File: src/rtl/ct_spsram_ctrl_pkg.sv
// Shared widths, FSM encoding and byte-enable helper for the 2048x32 SRAM controller.
package ct_spsram_ctrl_pkg;
  localparam int ADDR_WIDTH = 11;
  localparam int DATA_WIDTH = 32;
  localparam int BYTE_NUM   = 4;
  localparam int SRAM_DEPTH = 2048;

  typedef enum logic {
    INIT = 1'b0,
    RUN  = 1'b1
  } ctrl_state_e;

  // Active-low bit write enables: a cleared byte enable masks its 8 bits.
  function automatic logic [DATA_WIDTH-1:0] be_to_wen(input logic [BYTE_NUM-1:0] be);
    logic [DATA_WIDTH-1:0] wen;
    wen = {DATA_WIDTH{1'b1}};
    for (int i = 0; i < BYTE_NUM; i++) begin
      wen[8*i +: 8] = {8{~be[i]}};
    end
    return wen;
  endfunction
endpackage

File: src/rtl/ct_f_spsram_2048x32_ctrl_if.sv
// Request/response channel between a requester (master) and the SRAM controller (slave).
interface ct_f_spsram_2048x32_ctrl_if;
  import ct_spsram_ctrl_pkg::*;

  logic                  req_vld;
  logic                  req_rdy;
  logic                  req_wr;
  logic [ADDR_WIDTH-1:0] req_addr;
  logic [DATA_WIDTH-1:0] req_wdata;
  logic [BYTE_NUM-1:0]   req_be;
  logic                  rsp_vld;
  logic                  rsp_rdy;
  logic [DATA_WIDTH-1:0] rsp_rdata;

  modport master (
    output req_vld, req_wr, req_addr, req_wdata, req_be, rsp_rdy,
    input  req_rdy, rsp_vld, rsp_rdata
  );

  modport slave (
    input  req_vld, req_wr, req_addr, req_wdata, req_be, rsp_rdy,
    output req_rdy, rsp_vld, rsp_rdata
  );
endinterface

File: src/rtl/ct_spsram_rsp_skid.sv
// Read response stage: bypasses SRAM Q in the cycle after a read, parks it in one skid entry on backpressure.
module ct_spsram_rsp_skid #(
  parameter int DATA_WIDTH = 32
) (
  input  logic                  clk,
  input  logic                  rst_b,
  input  logic                  rd_fire_i,
  input  logic                  rsp_rdy_i,
  input  logic [DATA_WIDTH-1:0] sram_q_i,
  output logic                  rsp_vld_o,
  output logic [DATA_WIDTH-1:0] rsp_rdata_o,
  output logic                  stall_o
);
  logic                  rd_pend_q, rd_pend_d;
  logic                  buf_vld_q, buf_vld_d;
  logic [DATA_WIDTH-1:0] buf_data_q, buf_data_d;

  // rd_pend and buf_vld are never both set: a read is only accepted with the buffer empty.
  always_comb begin
    rd_pend_d  = rd_fire_i;
    buf_vld_d  = buf_vld_q;
    buf_data_d = buf_data_q;
    if (buf_vld_q) begin
      buf_vld_d = !rsp_rdy_i;
    end else if (rd_pend_q && !rsp_rdy_i) begin
      buf_vld_d  = 1'b1;
      buf_data_d = sram_q_i;
    end else begin
      buf_vld_d = 1'b0;
    end
  end

  always_ff @(posedge clk or negedge rst_b) begin
    if (!rst_b) begin
      rd_pend_q  <= 1'b0;
      buf_vld_q  <= 1'b0;
      buf_data_q <= {DATA_WIDTH{1'b0}};
    end else begin
      rd_pend_q  <= rd_pend_d;
      buf_vld_q  <= buf_vld_d;
      buf_data_q <= buf_data_d;
    end
  end

  assign rsp_vld_o   = rd_pend_q || buf_vld_q;
  assign rsp_rdata_o = buf_vld_q ? buf_data_q : (rd_pend_q ? sram_q_i : {DATA_WIDTH{1'b0}});
  assign stall_o     = buf_vld_q || (rd_pend_q && !rsp_rdy_i);
endmodule

File: src/rtl/ct_f_spsram_2048x32_ctrl.sv
// Request/response front end owning every pin of the 2048x32 single-port SRAM macro.
// Defining CT_SPSRAM_CTRL_INIT_EN adds a post-reset sweep writing INIT_VALUE to every entry.
module ct_f_spsram_2048x32_ctrl #(
  parameter int                    ADDR_WIDTH = 11,
  parameter int                    DATA_WIDTH = 32,
  parameter logic [DATA_WIDTH-1:0] INIT_VALUE = {DATA_WIDTH{1'b0}}
) (
  input  logic                      forever_cpuclk,
  input  logic                      cpurst_b,
  ct_f_spsram_2048x32_ctrl_if.slave bus,
  output logic                      init_done,
  output logic                      sram_cen,
  output logic                      sram_gwen,
  output logic [DATA_WIDTH-1:0]     sram_wen,
  output logic [ADDR_WIDTH-1:0]     sram_a,
  output logic [DATA_WIDTH-1:0]     sram_d,
  input  logic [DATA_WIDTH-1:0]     sram_q
);
  import ct_spsram_ctrl_pkg::*;

  ctrl_state_e           state_q;
  logic                  init_s;
  logic [ADDR_WIDTH-1:0] init_addr_s;
  logic                  req_rdy_s;
  logic                  rd_fire_s;
  logic                  stall_s;
  logic                  rsp_vld_s;
  logic [DATA_WIDTH-1:0] rsp_rdata_s;

`ifdef CT_SPSRAM_CTRL_INIT_EN
  ctrl_state_e           state_d;
  logic [ADDR_WIDTH-1:0] cnt_q, cnt_d;
  logic                  wrap_s;

  // The sweep counter's carry-out on the last entry is the INIT exit condition.
  always_comb begin
    state_d = state_q;
    cnt_d   = cnt_q;
    wrap_s  = 1'b0;
    if (state_q == INIT) begin
      {wrap_s, cnt_d} = {1'b0, cnt_q} + {{ADDR_WIDTH{1'b0}}, 1'b1};
      state_d         = wrap_s ? RUN : INIT;
    end else begin
      state_d = RUN;
    end
  end

  always_ff @(posedge forever_cpuclk or negedge cpurst_b) begin
    if (!cpurst_b) begin
      state_q <= INIT;
      cnt_q   <= {ADDR_WIDTH{1'b0}};
    end else begin
      state_q <= state_d;
      cnt_q   <= cnt_d;
    end
  end

  assign init_s      = cpurst_b && (state_q == INIT);
  assign init_addr_s = cnt_q;
`else
  assign state_q     = RUN;
  assign init_s      = 1'b0;
  assign init_addr_s = {ADDR_WIDTH{1'b0}};
`endif

  assign init_done = (state_q == RUN);
  // Gating with cpurst_b keeps the channel and SRAM strobes idle while reset is held.
  assign req_rdy_s = cpurst_b && (state_q == RUN) && !stall_s;
  assign rd_fire_s = bus.req_vld && req_rdy_s && !bus.req_wr;

  always_comb begin
    sram_cen  = 1'b1;
    sram_gwen = 1'b1;
    sram_wen  = {DATA_WIDTH{1'b1}};
    sram_a    = bus.req_addr;
    sram_d    = bus.req_wdata;
    if (init_s) begin
      sram_cen  = 1'b0;
      sram_gwen = 1'b0;
      sram_wen  = {DATA_WIDTH{1'b0}};
      sram_a    = init_addr_s;
      sram_d    = INIT_VALUE;
    end else if (cpurst_b) begin
      sram_cen  = !(bus.req_vld && req_rdy_s);
      sram_gwen = !bus.req_wr;
      sram_wen  = be_to_wen(bus.req_be);
    end else begin
      sram_cen  = 1'b1;
      sram_gwen = 1'b1;
    end
  end

  ct_spsram_rsp_skid #(
    .DATA_WIDTH (DATA_WIDTH)
  ) u_rsp_skid (
    .clk         (forever_cpuclk),
    .rst_b       (cpurst_b),
    .rd_fire_i   (rd_fire_s),
    .rsp_rdy_i   (bus.rsp_rdy),
    .sram_q_i    (sram_q),
    .rsp_vld_o   (rsp_vld_s),
    .rsp_rdata_o (rsp_rdata_s),
    .stall_o     (stall_s)
  );

  assign bus.req_rdy   = req_rdy_s;
  assign bus.rsp_vld   = rsp_vld_s;
  assign bus.rsp_rdata = rsp_rdata_s;
endmodule

File: src/flat_wrapper.sv
// flat-port wrapper written by rule: the top's interface ports become plain ports
module ct_f_spsram_2048x32_ctrl_flat import ct_spsram_ctrl_pkg::*;
#(
  parameter int                    ADDR_WIDTH = 11,
  parameter int                    DATA_WIDTH = 32,
  parameter logic [DATA_WIDTH-1:0] INIT_VALUE = {DATA_WIDTH{1'b0}}
)
  (forever_cpuclk, cpurst_b, init_done, sram_cen, sram_gwen, sram_wen, sram_a, sram_d, sram_q, bus_req_vld, bus_req_wr, bus_req_addr, bus_req_wdata, bus_req_be, bus_rsp_rdy, bus_req_rdy, bus_rsp_vld, bus_rsp_rdata);
  ct_f_spsram_2048x32_ctrl_if bus_i ();
  input  logic forever_cpuclk;
  input  logic cpurst_b;
  output logic init_done;
  output logic sram_cen;
  output logic sram_gwen;
  output logic [DATA_WIDTH-1:0] sram_wen;
  output logic [ADDR_WIDTH-1:0] sram_a;
  output logic [DATA_WIDTH-1:0] sram_d;
  input  logic [DATA_WIDTH-1:0] sram_q;
  input wire logic [$bits(bus_i.req_vld)-1:0] bus_req_vld;
  input wire logic [$bits(bus_i.req_wr)-1:0] bus_req_wr;
  input wire logic [$bits(bus_i.req_addr)-1:0] bus_req_addr;
  input wire logic [$bits(bus_i.req_wdata)-1:0] bus_req_wdata;
  input wire logic [$bits(bus_i.req_be)-1:0] bus_req_be;
  input wire logic [$bits(bus_i.rsp_rdy)-1:0] bus_rsp_rdy;
  output wire logic [$bits(bus_i.req_rdy)-1:0] bus_req_rdy;
  output wire logic [$bits(bus_i.rsp_vld)-1:0] bus_rsp_vld;
  output wire logic [$bits(bus_i.rsp_rdata)-1:0] bus_rsp_rdata;
  assign bus_i.req_vld = bus_req_vld;
  assign bus_i.req_wr = bus_req_wr;
  assign bus_i.req_addr = bus_req_addr;
  assign bus_i.req_wdata = bus_req_wdata;
  assign bus_i.req_be = bus_req_be;
  assign bus_i.rsp_rdy = bus_rsp_rdy;
  assign bus_req_rdy = bus_i.req_rdy;
  assign bus_rsp_vld = bus_i.rsp_vld;
  assign bus_rsp_rdata = bus_i.rsp_rdata;
  ct_f_spsram_2048x32_ctrl #(.ADDR_WIDTH(ADDR_WIDTH), .DATA_WIDTH(DATA_WIDTH), .INIT_VALUE(INIT_VALUE)) u_core (.forever_cpuclk(forever_cpuclk), .cpurst_b(cpurst_b), .bus(bus_i), .init_done(init_done), .sram_cen(sram_cen), .sram_gwen(sram_gwen), .sram_wen(sram_wen), .sram_a(sram_a), .sram_d(sram_d), .sram_q(sram_q));
endmodule
File: config.mk
export PLATFORM = sky130hd
export DESIGN_NAME = ct_f_spsram_2048x32_ctrl_flat
export DESIGN_NICKNAME = d
export VERILOG_FILES = /design/src/rtl/ct_spsram_ctrl_pkg.sv /design/src/rtl/ct_f_spsram_2048x32_ctrl_if.sv /design/src/rtl/ct_spsram_rsp_skid.sv /design/src/rtl/ct_f_spsram_2048x32_ctrl.sv /design/src/flat_wrapper.sv
export SDC_FILE = /design/constraint.sdc
export NUM_CORES = 1
export LEC_CHECK = 0
export ABC_CLOCK_PERIOD_IN_PS = 1700
export BUFFER_PORTS_ARGS = -buffer_cell sky130_fd_sc_hd__buf_2
export CAP_MARGIN = 20
export CORE_MARGIN = 4
export CORE_UTILIZATION = 38
export DETAILED_ROUTE_END_ITERATION = 7
export PLACE_DENSITY = 0.81
export RECOVER_POWER = 25
export SLEW_MARGIN = 0
export SYNTH_ARGS = -nofsm -noshare
export SYNTH_HDL_FRONTEND = slang
export SYNTH_SLANG_ARGS = --single-unit
File: constraint.sdc
create_clock -name forever_cpuclk -period 1.7 [get_ports forever_cpuclk]
set_input_delay 0.17 -clock forever_cpuclk [delete_from_list [all_inputs] [get_ports forever_cpuclk]]
set_output_delay 0.17 -clock forever_cpuclk [all_outputs]
set_load 0.02 [all_outputs]
==> flow_summary_export.csv <==
group,metric,value,unit
floorplan,die_h,84.1,um
sta,slew_headroom,63.8,%
final_layout,final_util,44.2,%
clock_tree,clk_pin_slew_worst_paths,0.07,ns
routing,drtAntennaViolNets,0,
sta,worst_slew_pin_slew,0.541,ns
placed_design,port_buffers,108,
yosys,synth_commonest_cells,"72 x buf_4, 34 x dfrtp_1, 31 x a22o_1, 28 x mux2_2, 7 x nand2_1",
floorplan,die_x,84.1,um
yosys,synth_edf_count,0,
global_route,grt_overflow,0,
yosys,synth.most_common_cell,"buf_4",
final_layout,area_growth,12.0,%
yosys,syn_inst,197,
placed_design,place_area,2290,um^2
yosys,async_flop_share,100,%
floorplan,core_area,5570,um^2
global_route,grt_pass1_wl,7470,um
setup_path,worstSetupStartpointType,"input pin",
placed_design,place_ws,0.242,ns
routing,drt_wl_total,4740,um
clock_tree,post_cts.repair.setup_buffers,0,
worst_hold_path,hold_start,"bus_req_wr",
yosys,synth_warnings,0,
sta,final-max-slew-violation-count,0,
yosys,synth_seq_area_share,38.7,%
clock_tree,clock-sinks,34,
clock_tree,cts_inserted_buffers,5,
global_route,grt_usage,12.9,%
sta,worst_slack,0.0649,ns
yosys,syn_nets,281,
routing,via_count,1533,
worst_hold_path,hold_class,"in2reg",
global_route,grt_max_degree,25,
setup_path,r2r_setup_slack,0.26,ns
job,cap_violations,0,
setup_path,path_max_fanout,4,
pwr,powerDensity,1060,nW/um^2
clock_tree,clock_latency,0.28,ns
final_layout,drive_above_1_share,65.3,%
clock_tree,cts_tree,"yes",
setup_path,reg2reg_depth,3,
yosys,ys_ff_latch,34,
floorplan,initial_core_util,39.5,%
clock_tree,clk_root_buffer_cell,"clkbuf_8",
yosys,syn_area,2200,um^2
worst_hold_path,hold_depth,2,
run_status,status,"finished, final reports clean",
sta,grt_setup_unrepaired,"false",
global_route,antenna_found_initial,0,
yosys,ys_types,18,
yosys,synthTopCellsByArea,"dfrtp_1 39%, buf_4 25%, mux2_2 14%",
yosys,ys.flop_type,"dfrtp_1",
pwr,p_leak,1.26,nW
worst_hold_path,min_delay_worst_endpoint,"u_core.u_rsp_skid.rd_pend_q",
floorplan,io-pin-count,196,
setup_path,critPathKind,"in2out",
routing,wl_per_cell,15.1,um
final_layout,n_antenna_cell,0,
setup_path,endpoint_kind,"output pin",
routing,drc,0,
placed_design,gp_congestion,0.669,
yosys,yosysTopAreaCell,"dfrtp_1",
yosys,syn_area_per_cell,11.2,um^2
global_route,first_global_vias,1552,
yosys,synth.top_cell.area_share,38.7,%
sta,finalSetupViolations,0,
setup_path,r2r_start,"u_core.u_rsp_skid.buf_vld_q",
sta,max_freq,612,MHz
clock_tree,cts_max_level,2,
clock_tree,cts_buffer_depth,2,
sta,tns,0,ns
setup_path,rr_endpoint,"u_core.u_rsp_skid.buf_data_q[13]",
floorplan,num_rows,27,
sta,hold_viol_final,0,
sta,skew,0.00700,ns
placed_design,dp_hpwl,3560,um
final_layout,design_area,2460,um^2
routing,first_iter_violations,37,
routing,via_per_inst,4.88,
setup_path,arrival,1.47,ns
final_layout,fin_nets,325,
sta,fin_crit_sh,96.2,%
pwr,vdd_drop_max,0.572,mV
floorplan,die_area,7070,um^2
routing,dr.pass1.iters,3,
sta,post-route-min-period,1.64,ns
setup_path,required,1.53,ns
[worst max path at each step]
stage | from | end | slack (ns)
after floorplan | u_core.u_rsp_skid.buf_vld_q | u_core.u_rsp_skid.buf_data_q[0] | 0.29
after global placement | u_core.u_rsp_skid.buf_vld_q | u_core.u_rsp_skid.buf_data_q[13] | 0.29
final | cpurst_b | sram_cen | 0.06
after global routing | u_core.u_rsp_skid.rd_pend_q | bus_rsp_rdata[17] | 0.004
after CTS | cpurst_b | sram_cen | 0.02
after detailed placement | u_core.u_rsp_skid.buf_vld_q | u_core.u_rsp_skid.buf_data_q[13] | 0.24
[critical path: stages]
cell and delay, ns:
dlygate4sd3_1 0.55, buf_6 0.13, nand2b_1 0.09, or3b_1 0.36, buf_2 0.17
[logic make-up after synthesis]
logic type | Yosys count | share of synthesized area (%)
buffers and inverters | 82 | 27.8
and+or+nand+nor | 16 | 4.44
muxes | 32 | 16.4
AOI/OAI and AO/OA | 32 | 12.6
other | 1 | 0.170
DFF | 34 | 38.7
[timing repair]
item | CTS | global route
setup endpoints to repair | 0 | 47
gates resized for setup | 0 | 7
hold buffers | 2 | 0
endpoints found under the hold margin | 26 | 0
[cell type report]
cell class / count / area [um^2]
Clock buffer: 5 / 68.8
Tap cell: 72 / 90.1
Sequential cell: 34 / 852
Timing Repair Buffer: 119 / 642
Multi-Input combinational cell: 81 / 743
Fill cell: 549 / 3110
Clock inverter: 3 / 68.8
[registers in the layout, summed over array words and instances (netlist names)]
| register | flops |
|---|---|
| u_core.u_rsp_skid.buf_data_q | 32 |
| u_core.u_rsp_skid.buf_vld_q | 1 |
| u_core.u_rsp_skid.rd_pend_q | 1 |
[cells in the final DEF (no fill, tap or decap), drive strengths merged, types with 2 or more instances in the layout]
cell         count
a22o            31
nand2            7
dfrtp           34
buf            117
dlygate4sd3      2
nor2b            3
bufinv           2
mux2            32
clkbuf           5
[through the flow]
step	std cells	hold WS (ns)	power, mW
finish	314	0.0474	2.62
global route	314	0.0464	2.77
CTS	314	0.0351	2.66
detailed placement	304	0.252	1.74
global placement	304	0.255	1.72
floorplan	197	-0.126	1.71
[power breakdown]
| part | internal (mW) | leakage, nW | switching, mW | total [mW] |
|---|---|---|---|---|
| registers | 1.01 | 0.412 | 0.105 | 1.12 |
| logic | 0.305 | 0.778 | 0.303 | 0.608 |
| clock network | 0.587 | 0.0683 | 0.304 | 0.891 |
| total | 1.91 | 1.26 | 0.712 | 2.62 |
[layer usage]
| metal | GRT usage (%) | routed length (um) | part of all wire (%) |
|---|---|---|---|
| met5 | 0 | 0 | 0 |
| met4 | 4.68 | 100 | 2.1 |
| met3 | 4.64 | 426 | 9.0 |
| met2 | 22.2 | 2420 | 51 |
| met1 | 14.5 | 1790 | 38 |
Note: power is estimated with default switching activity, not from simulation.
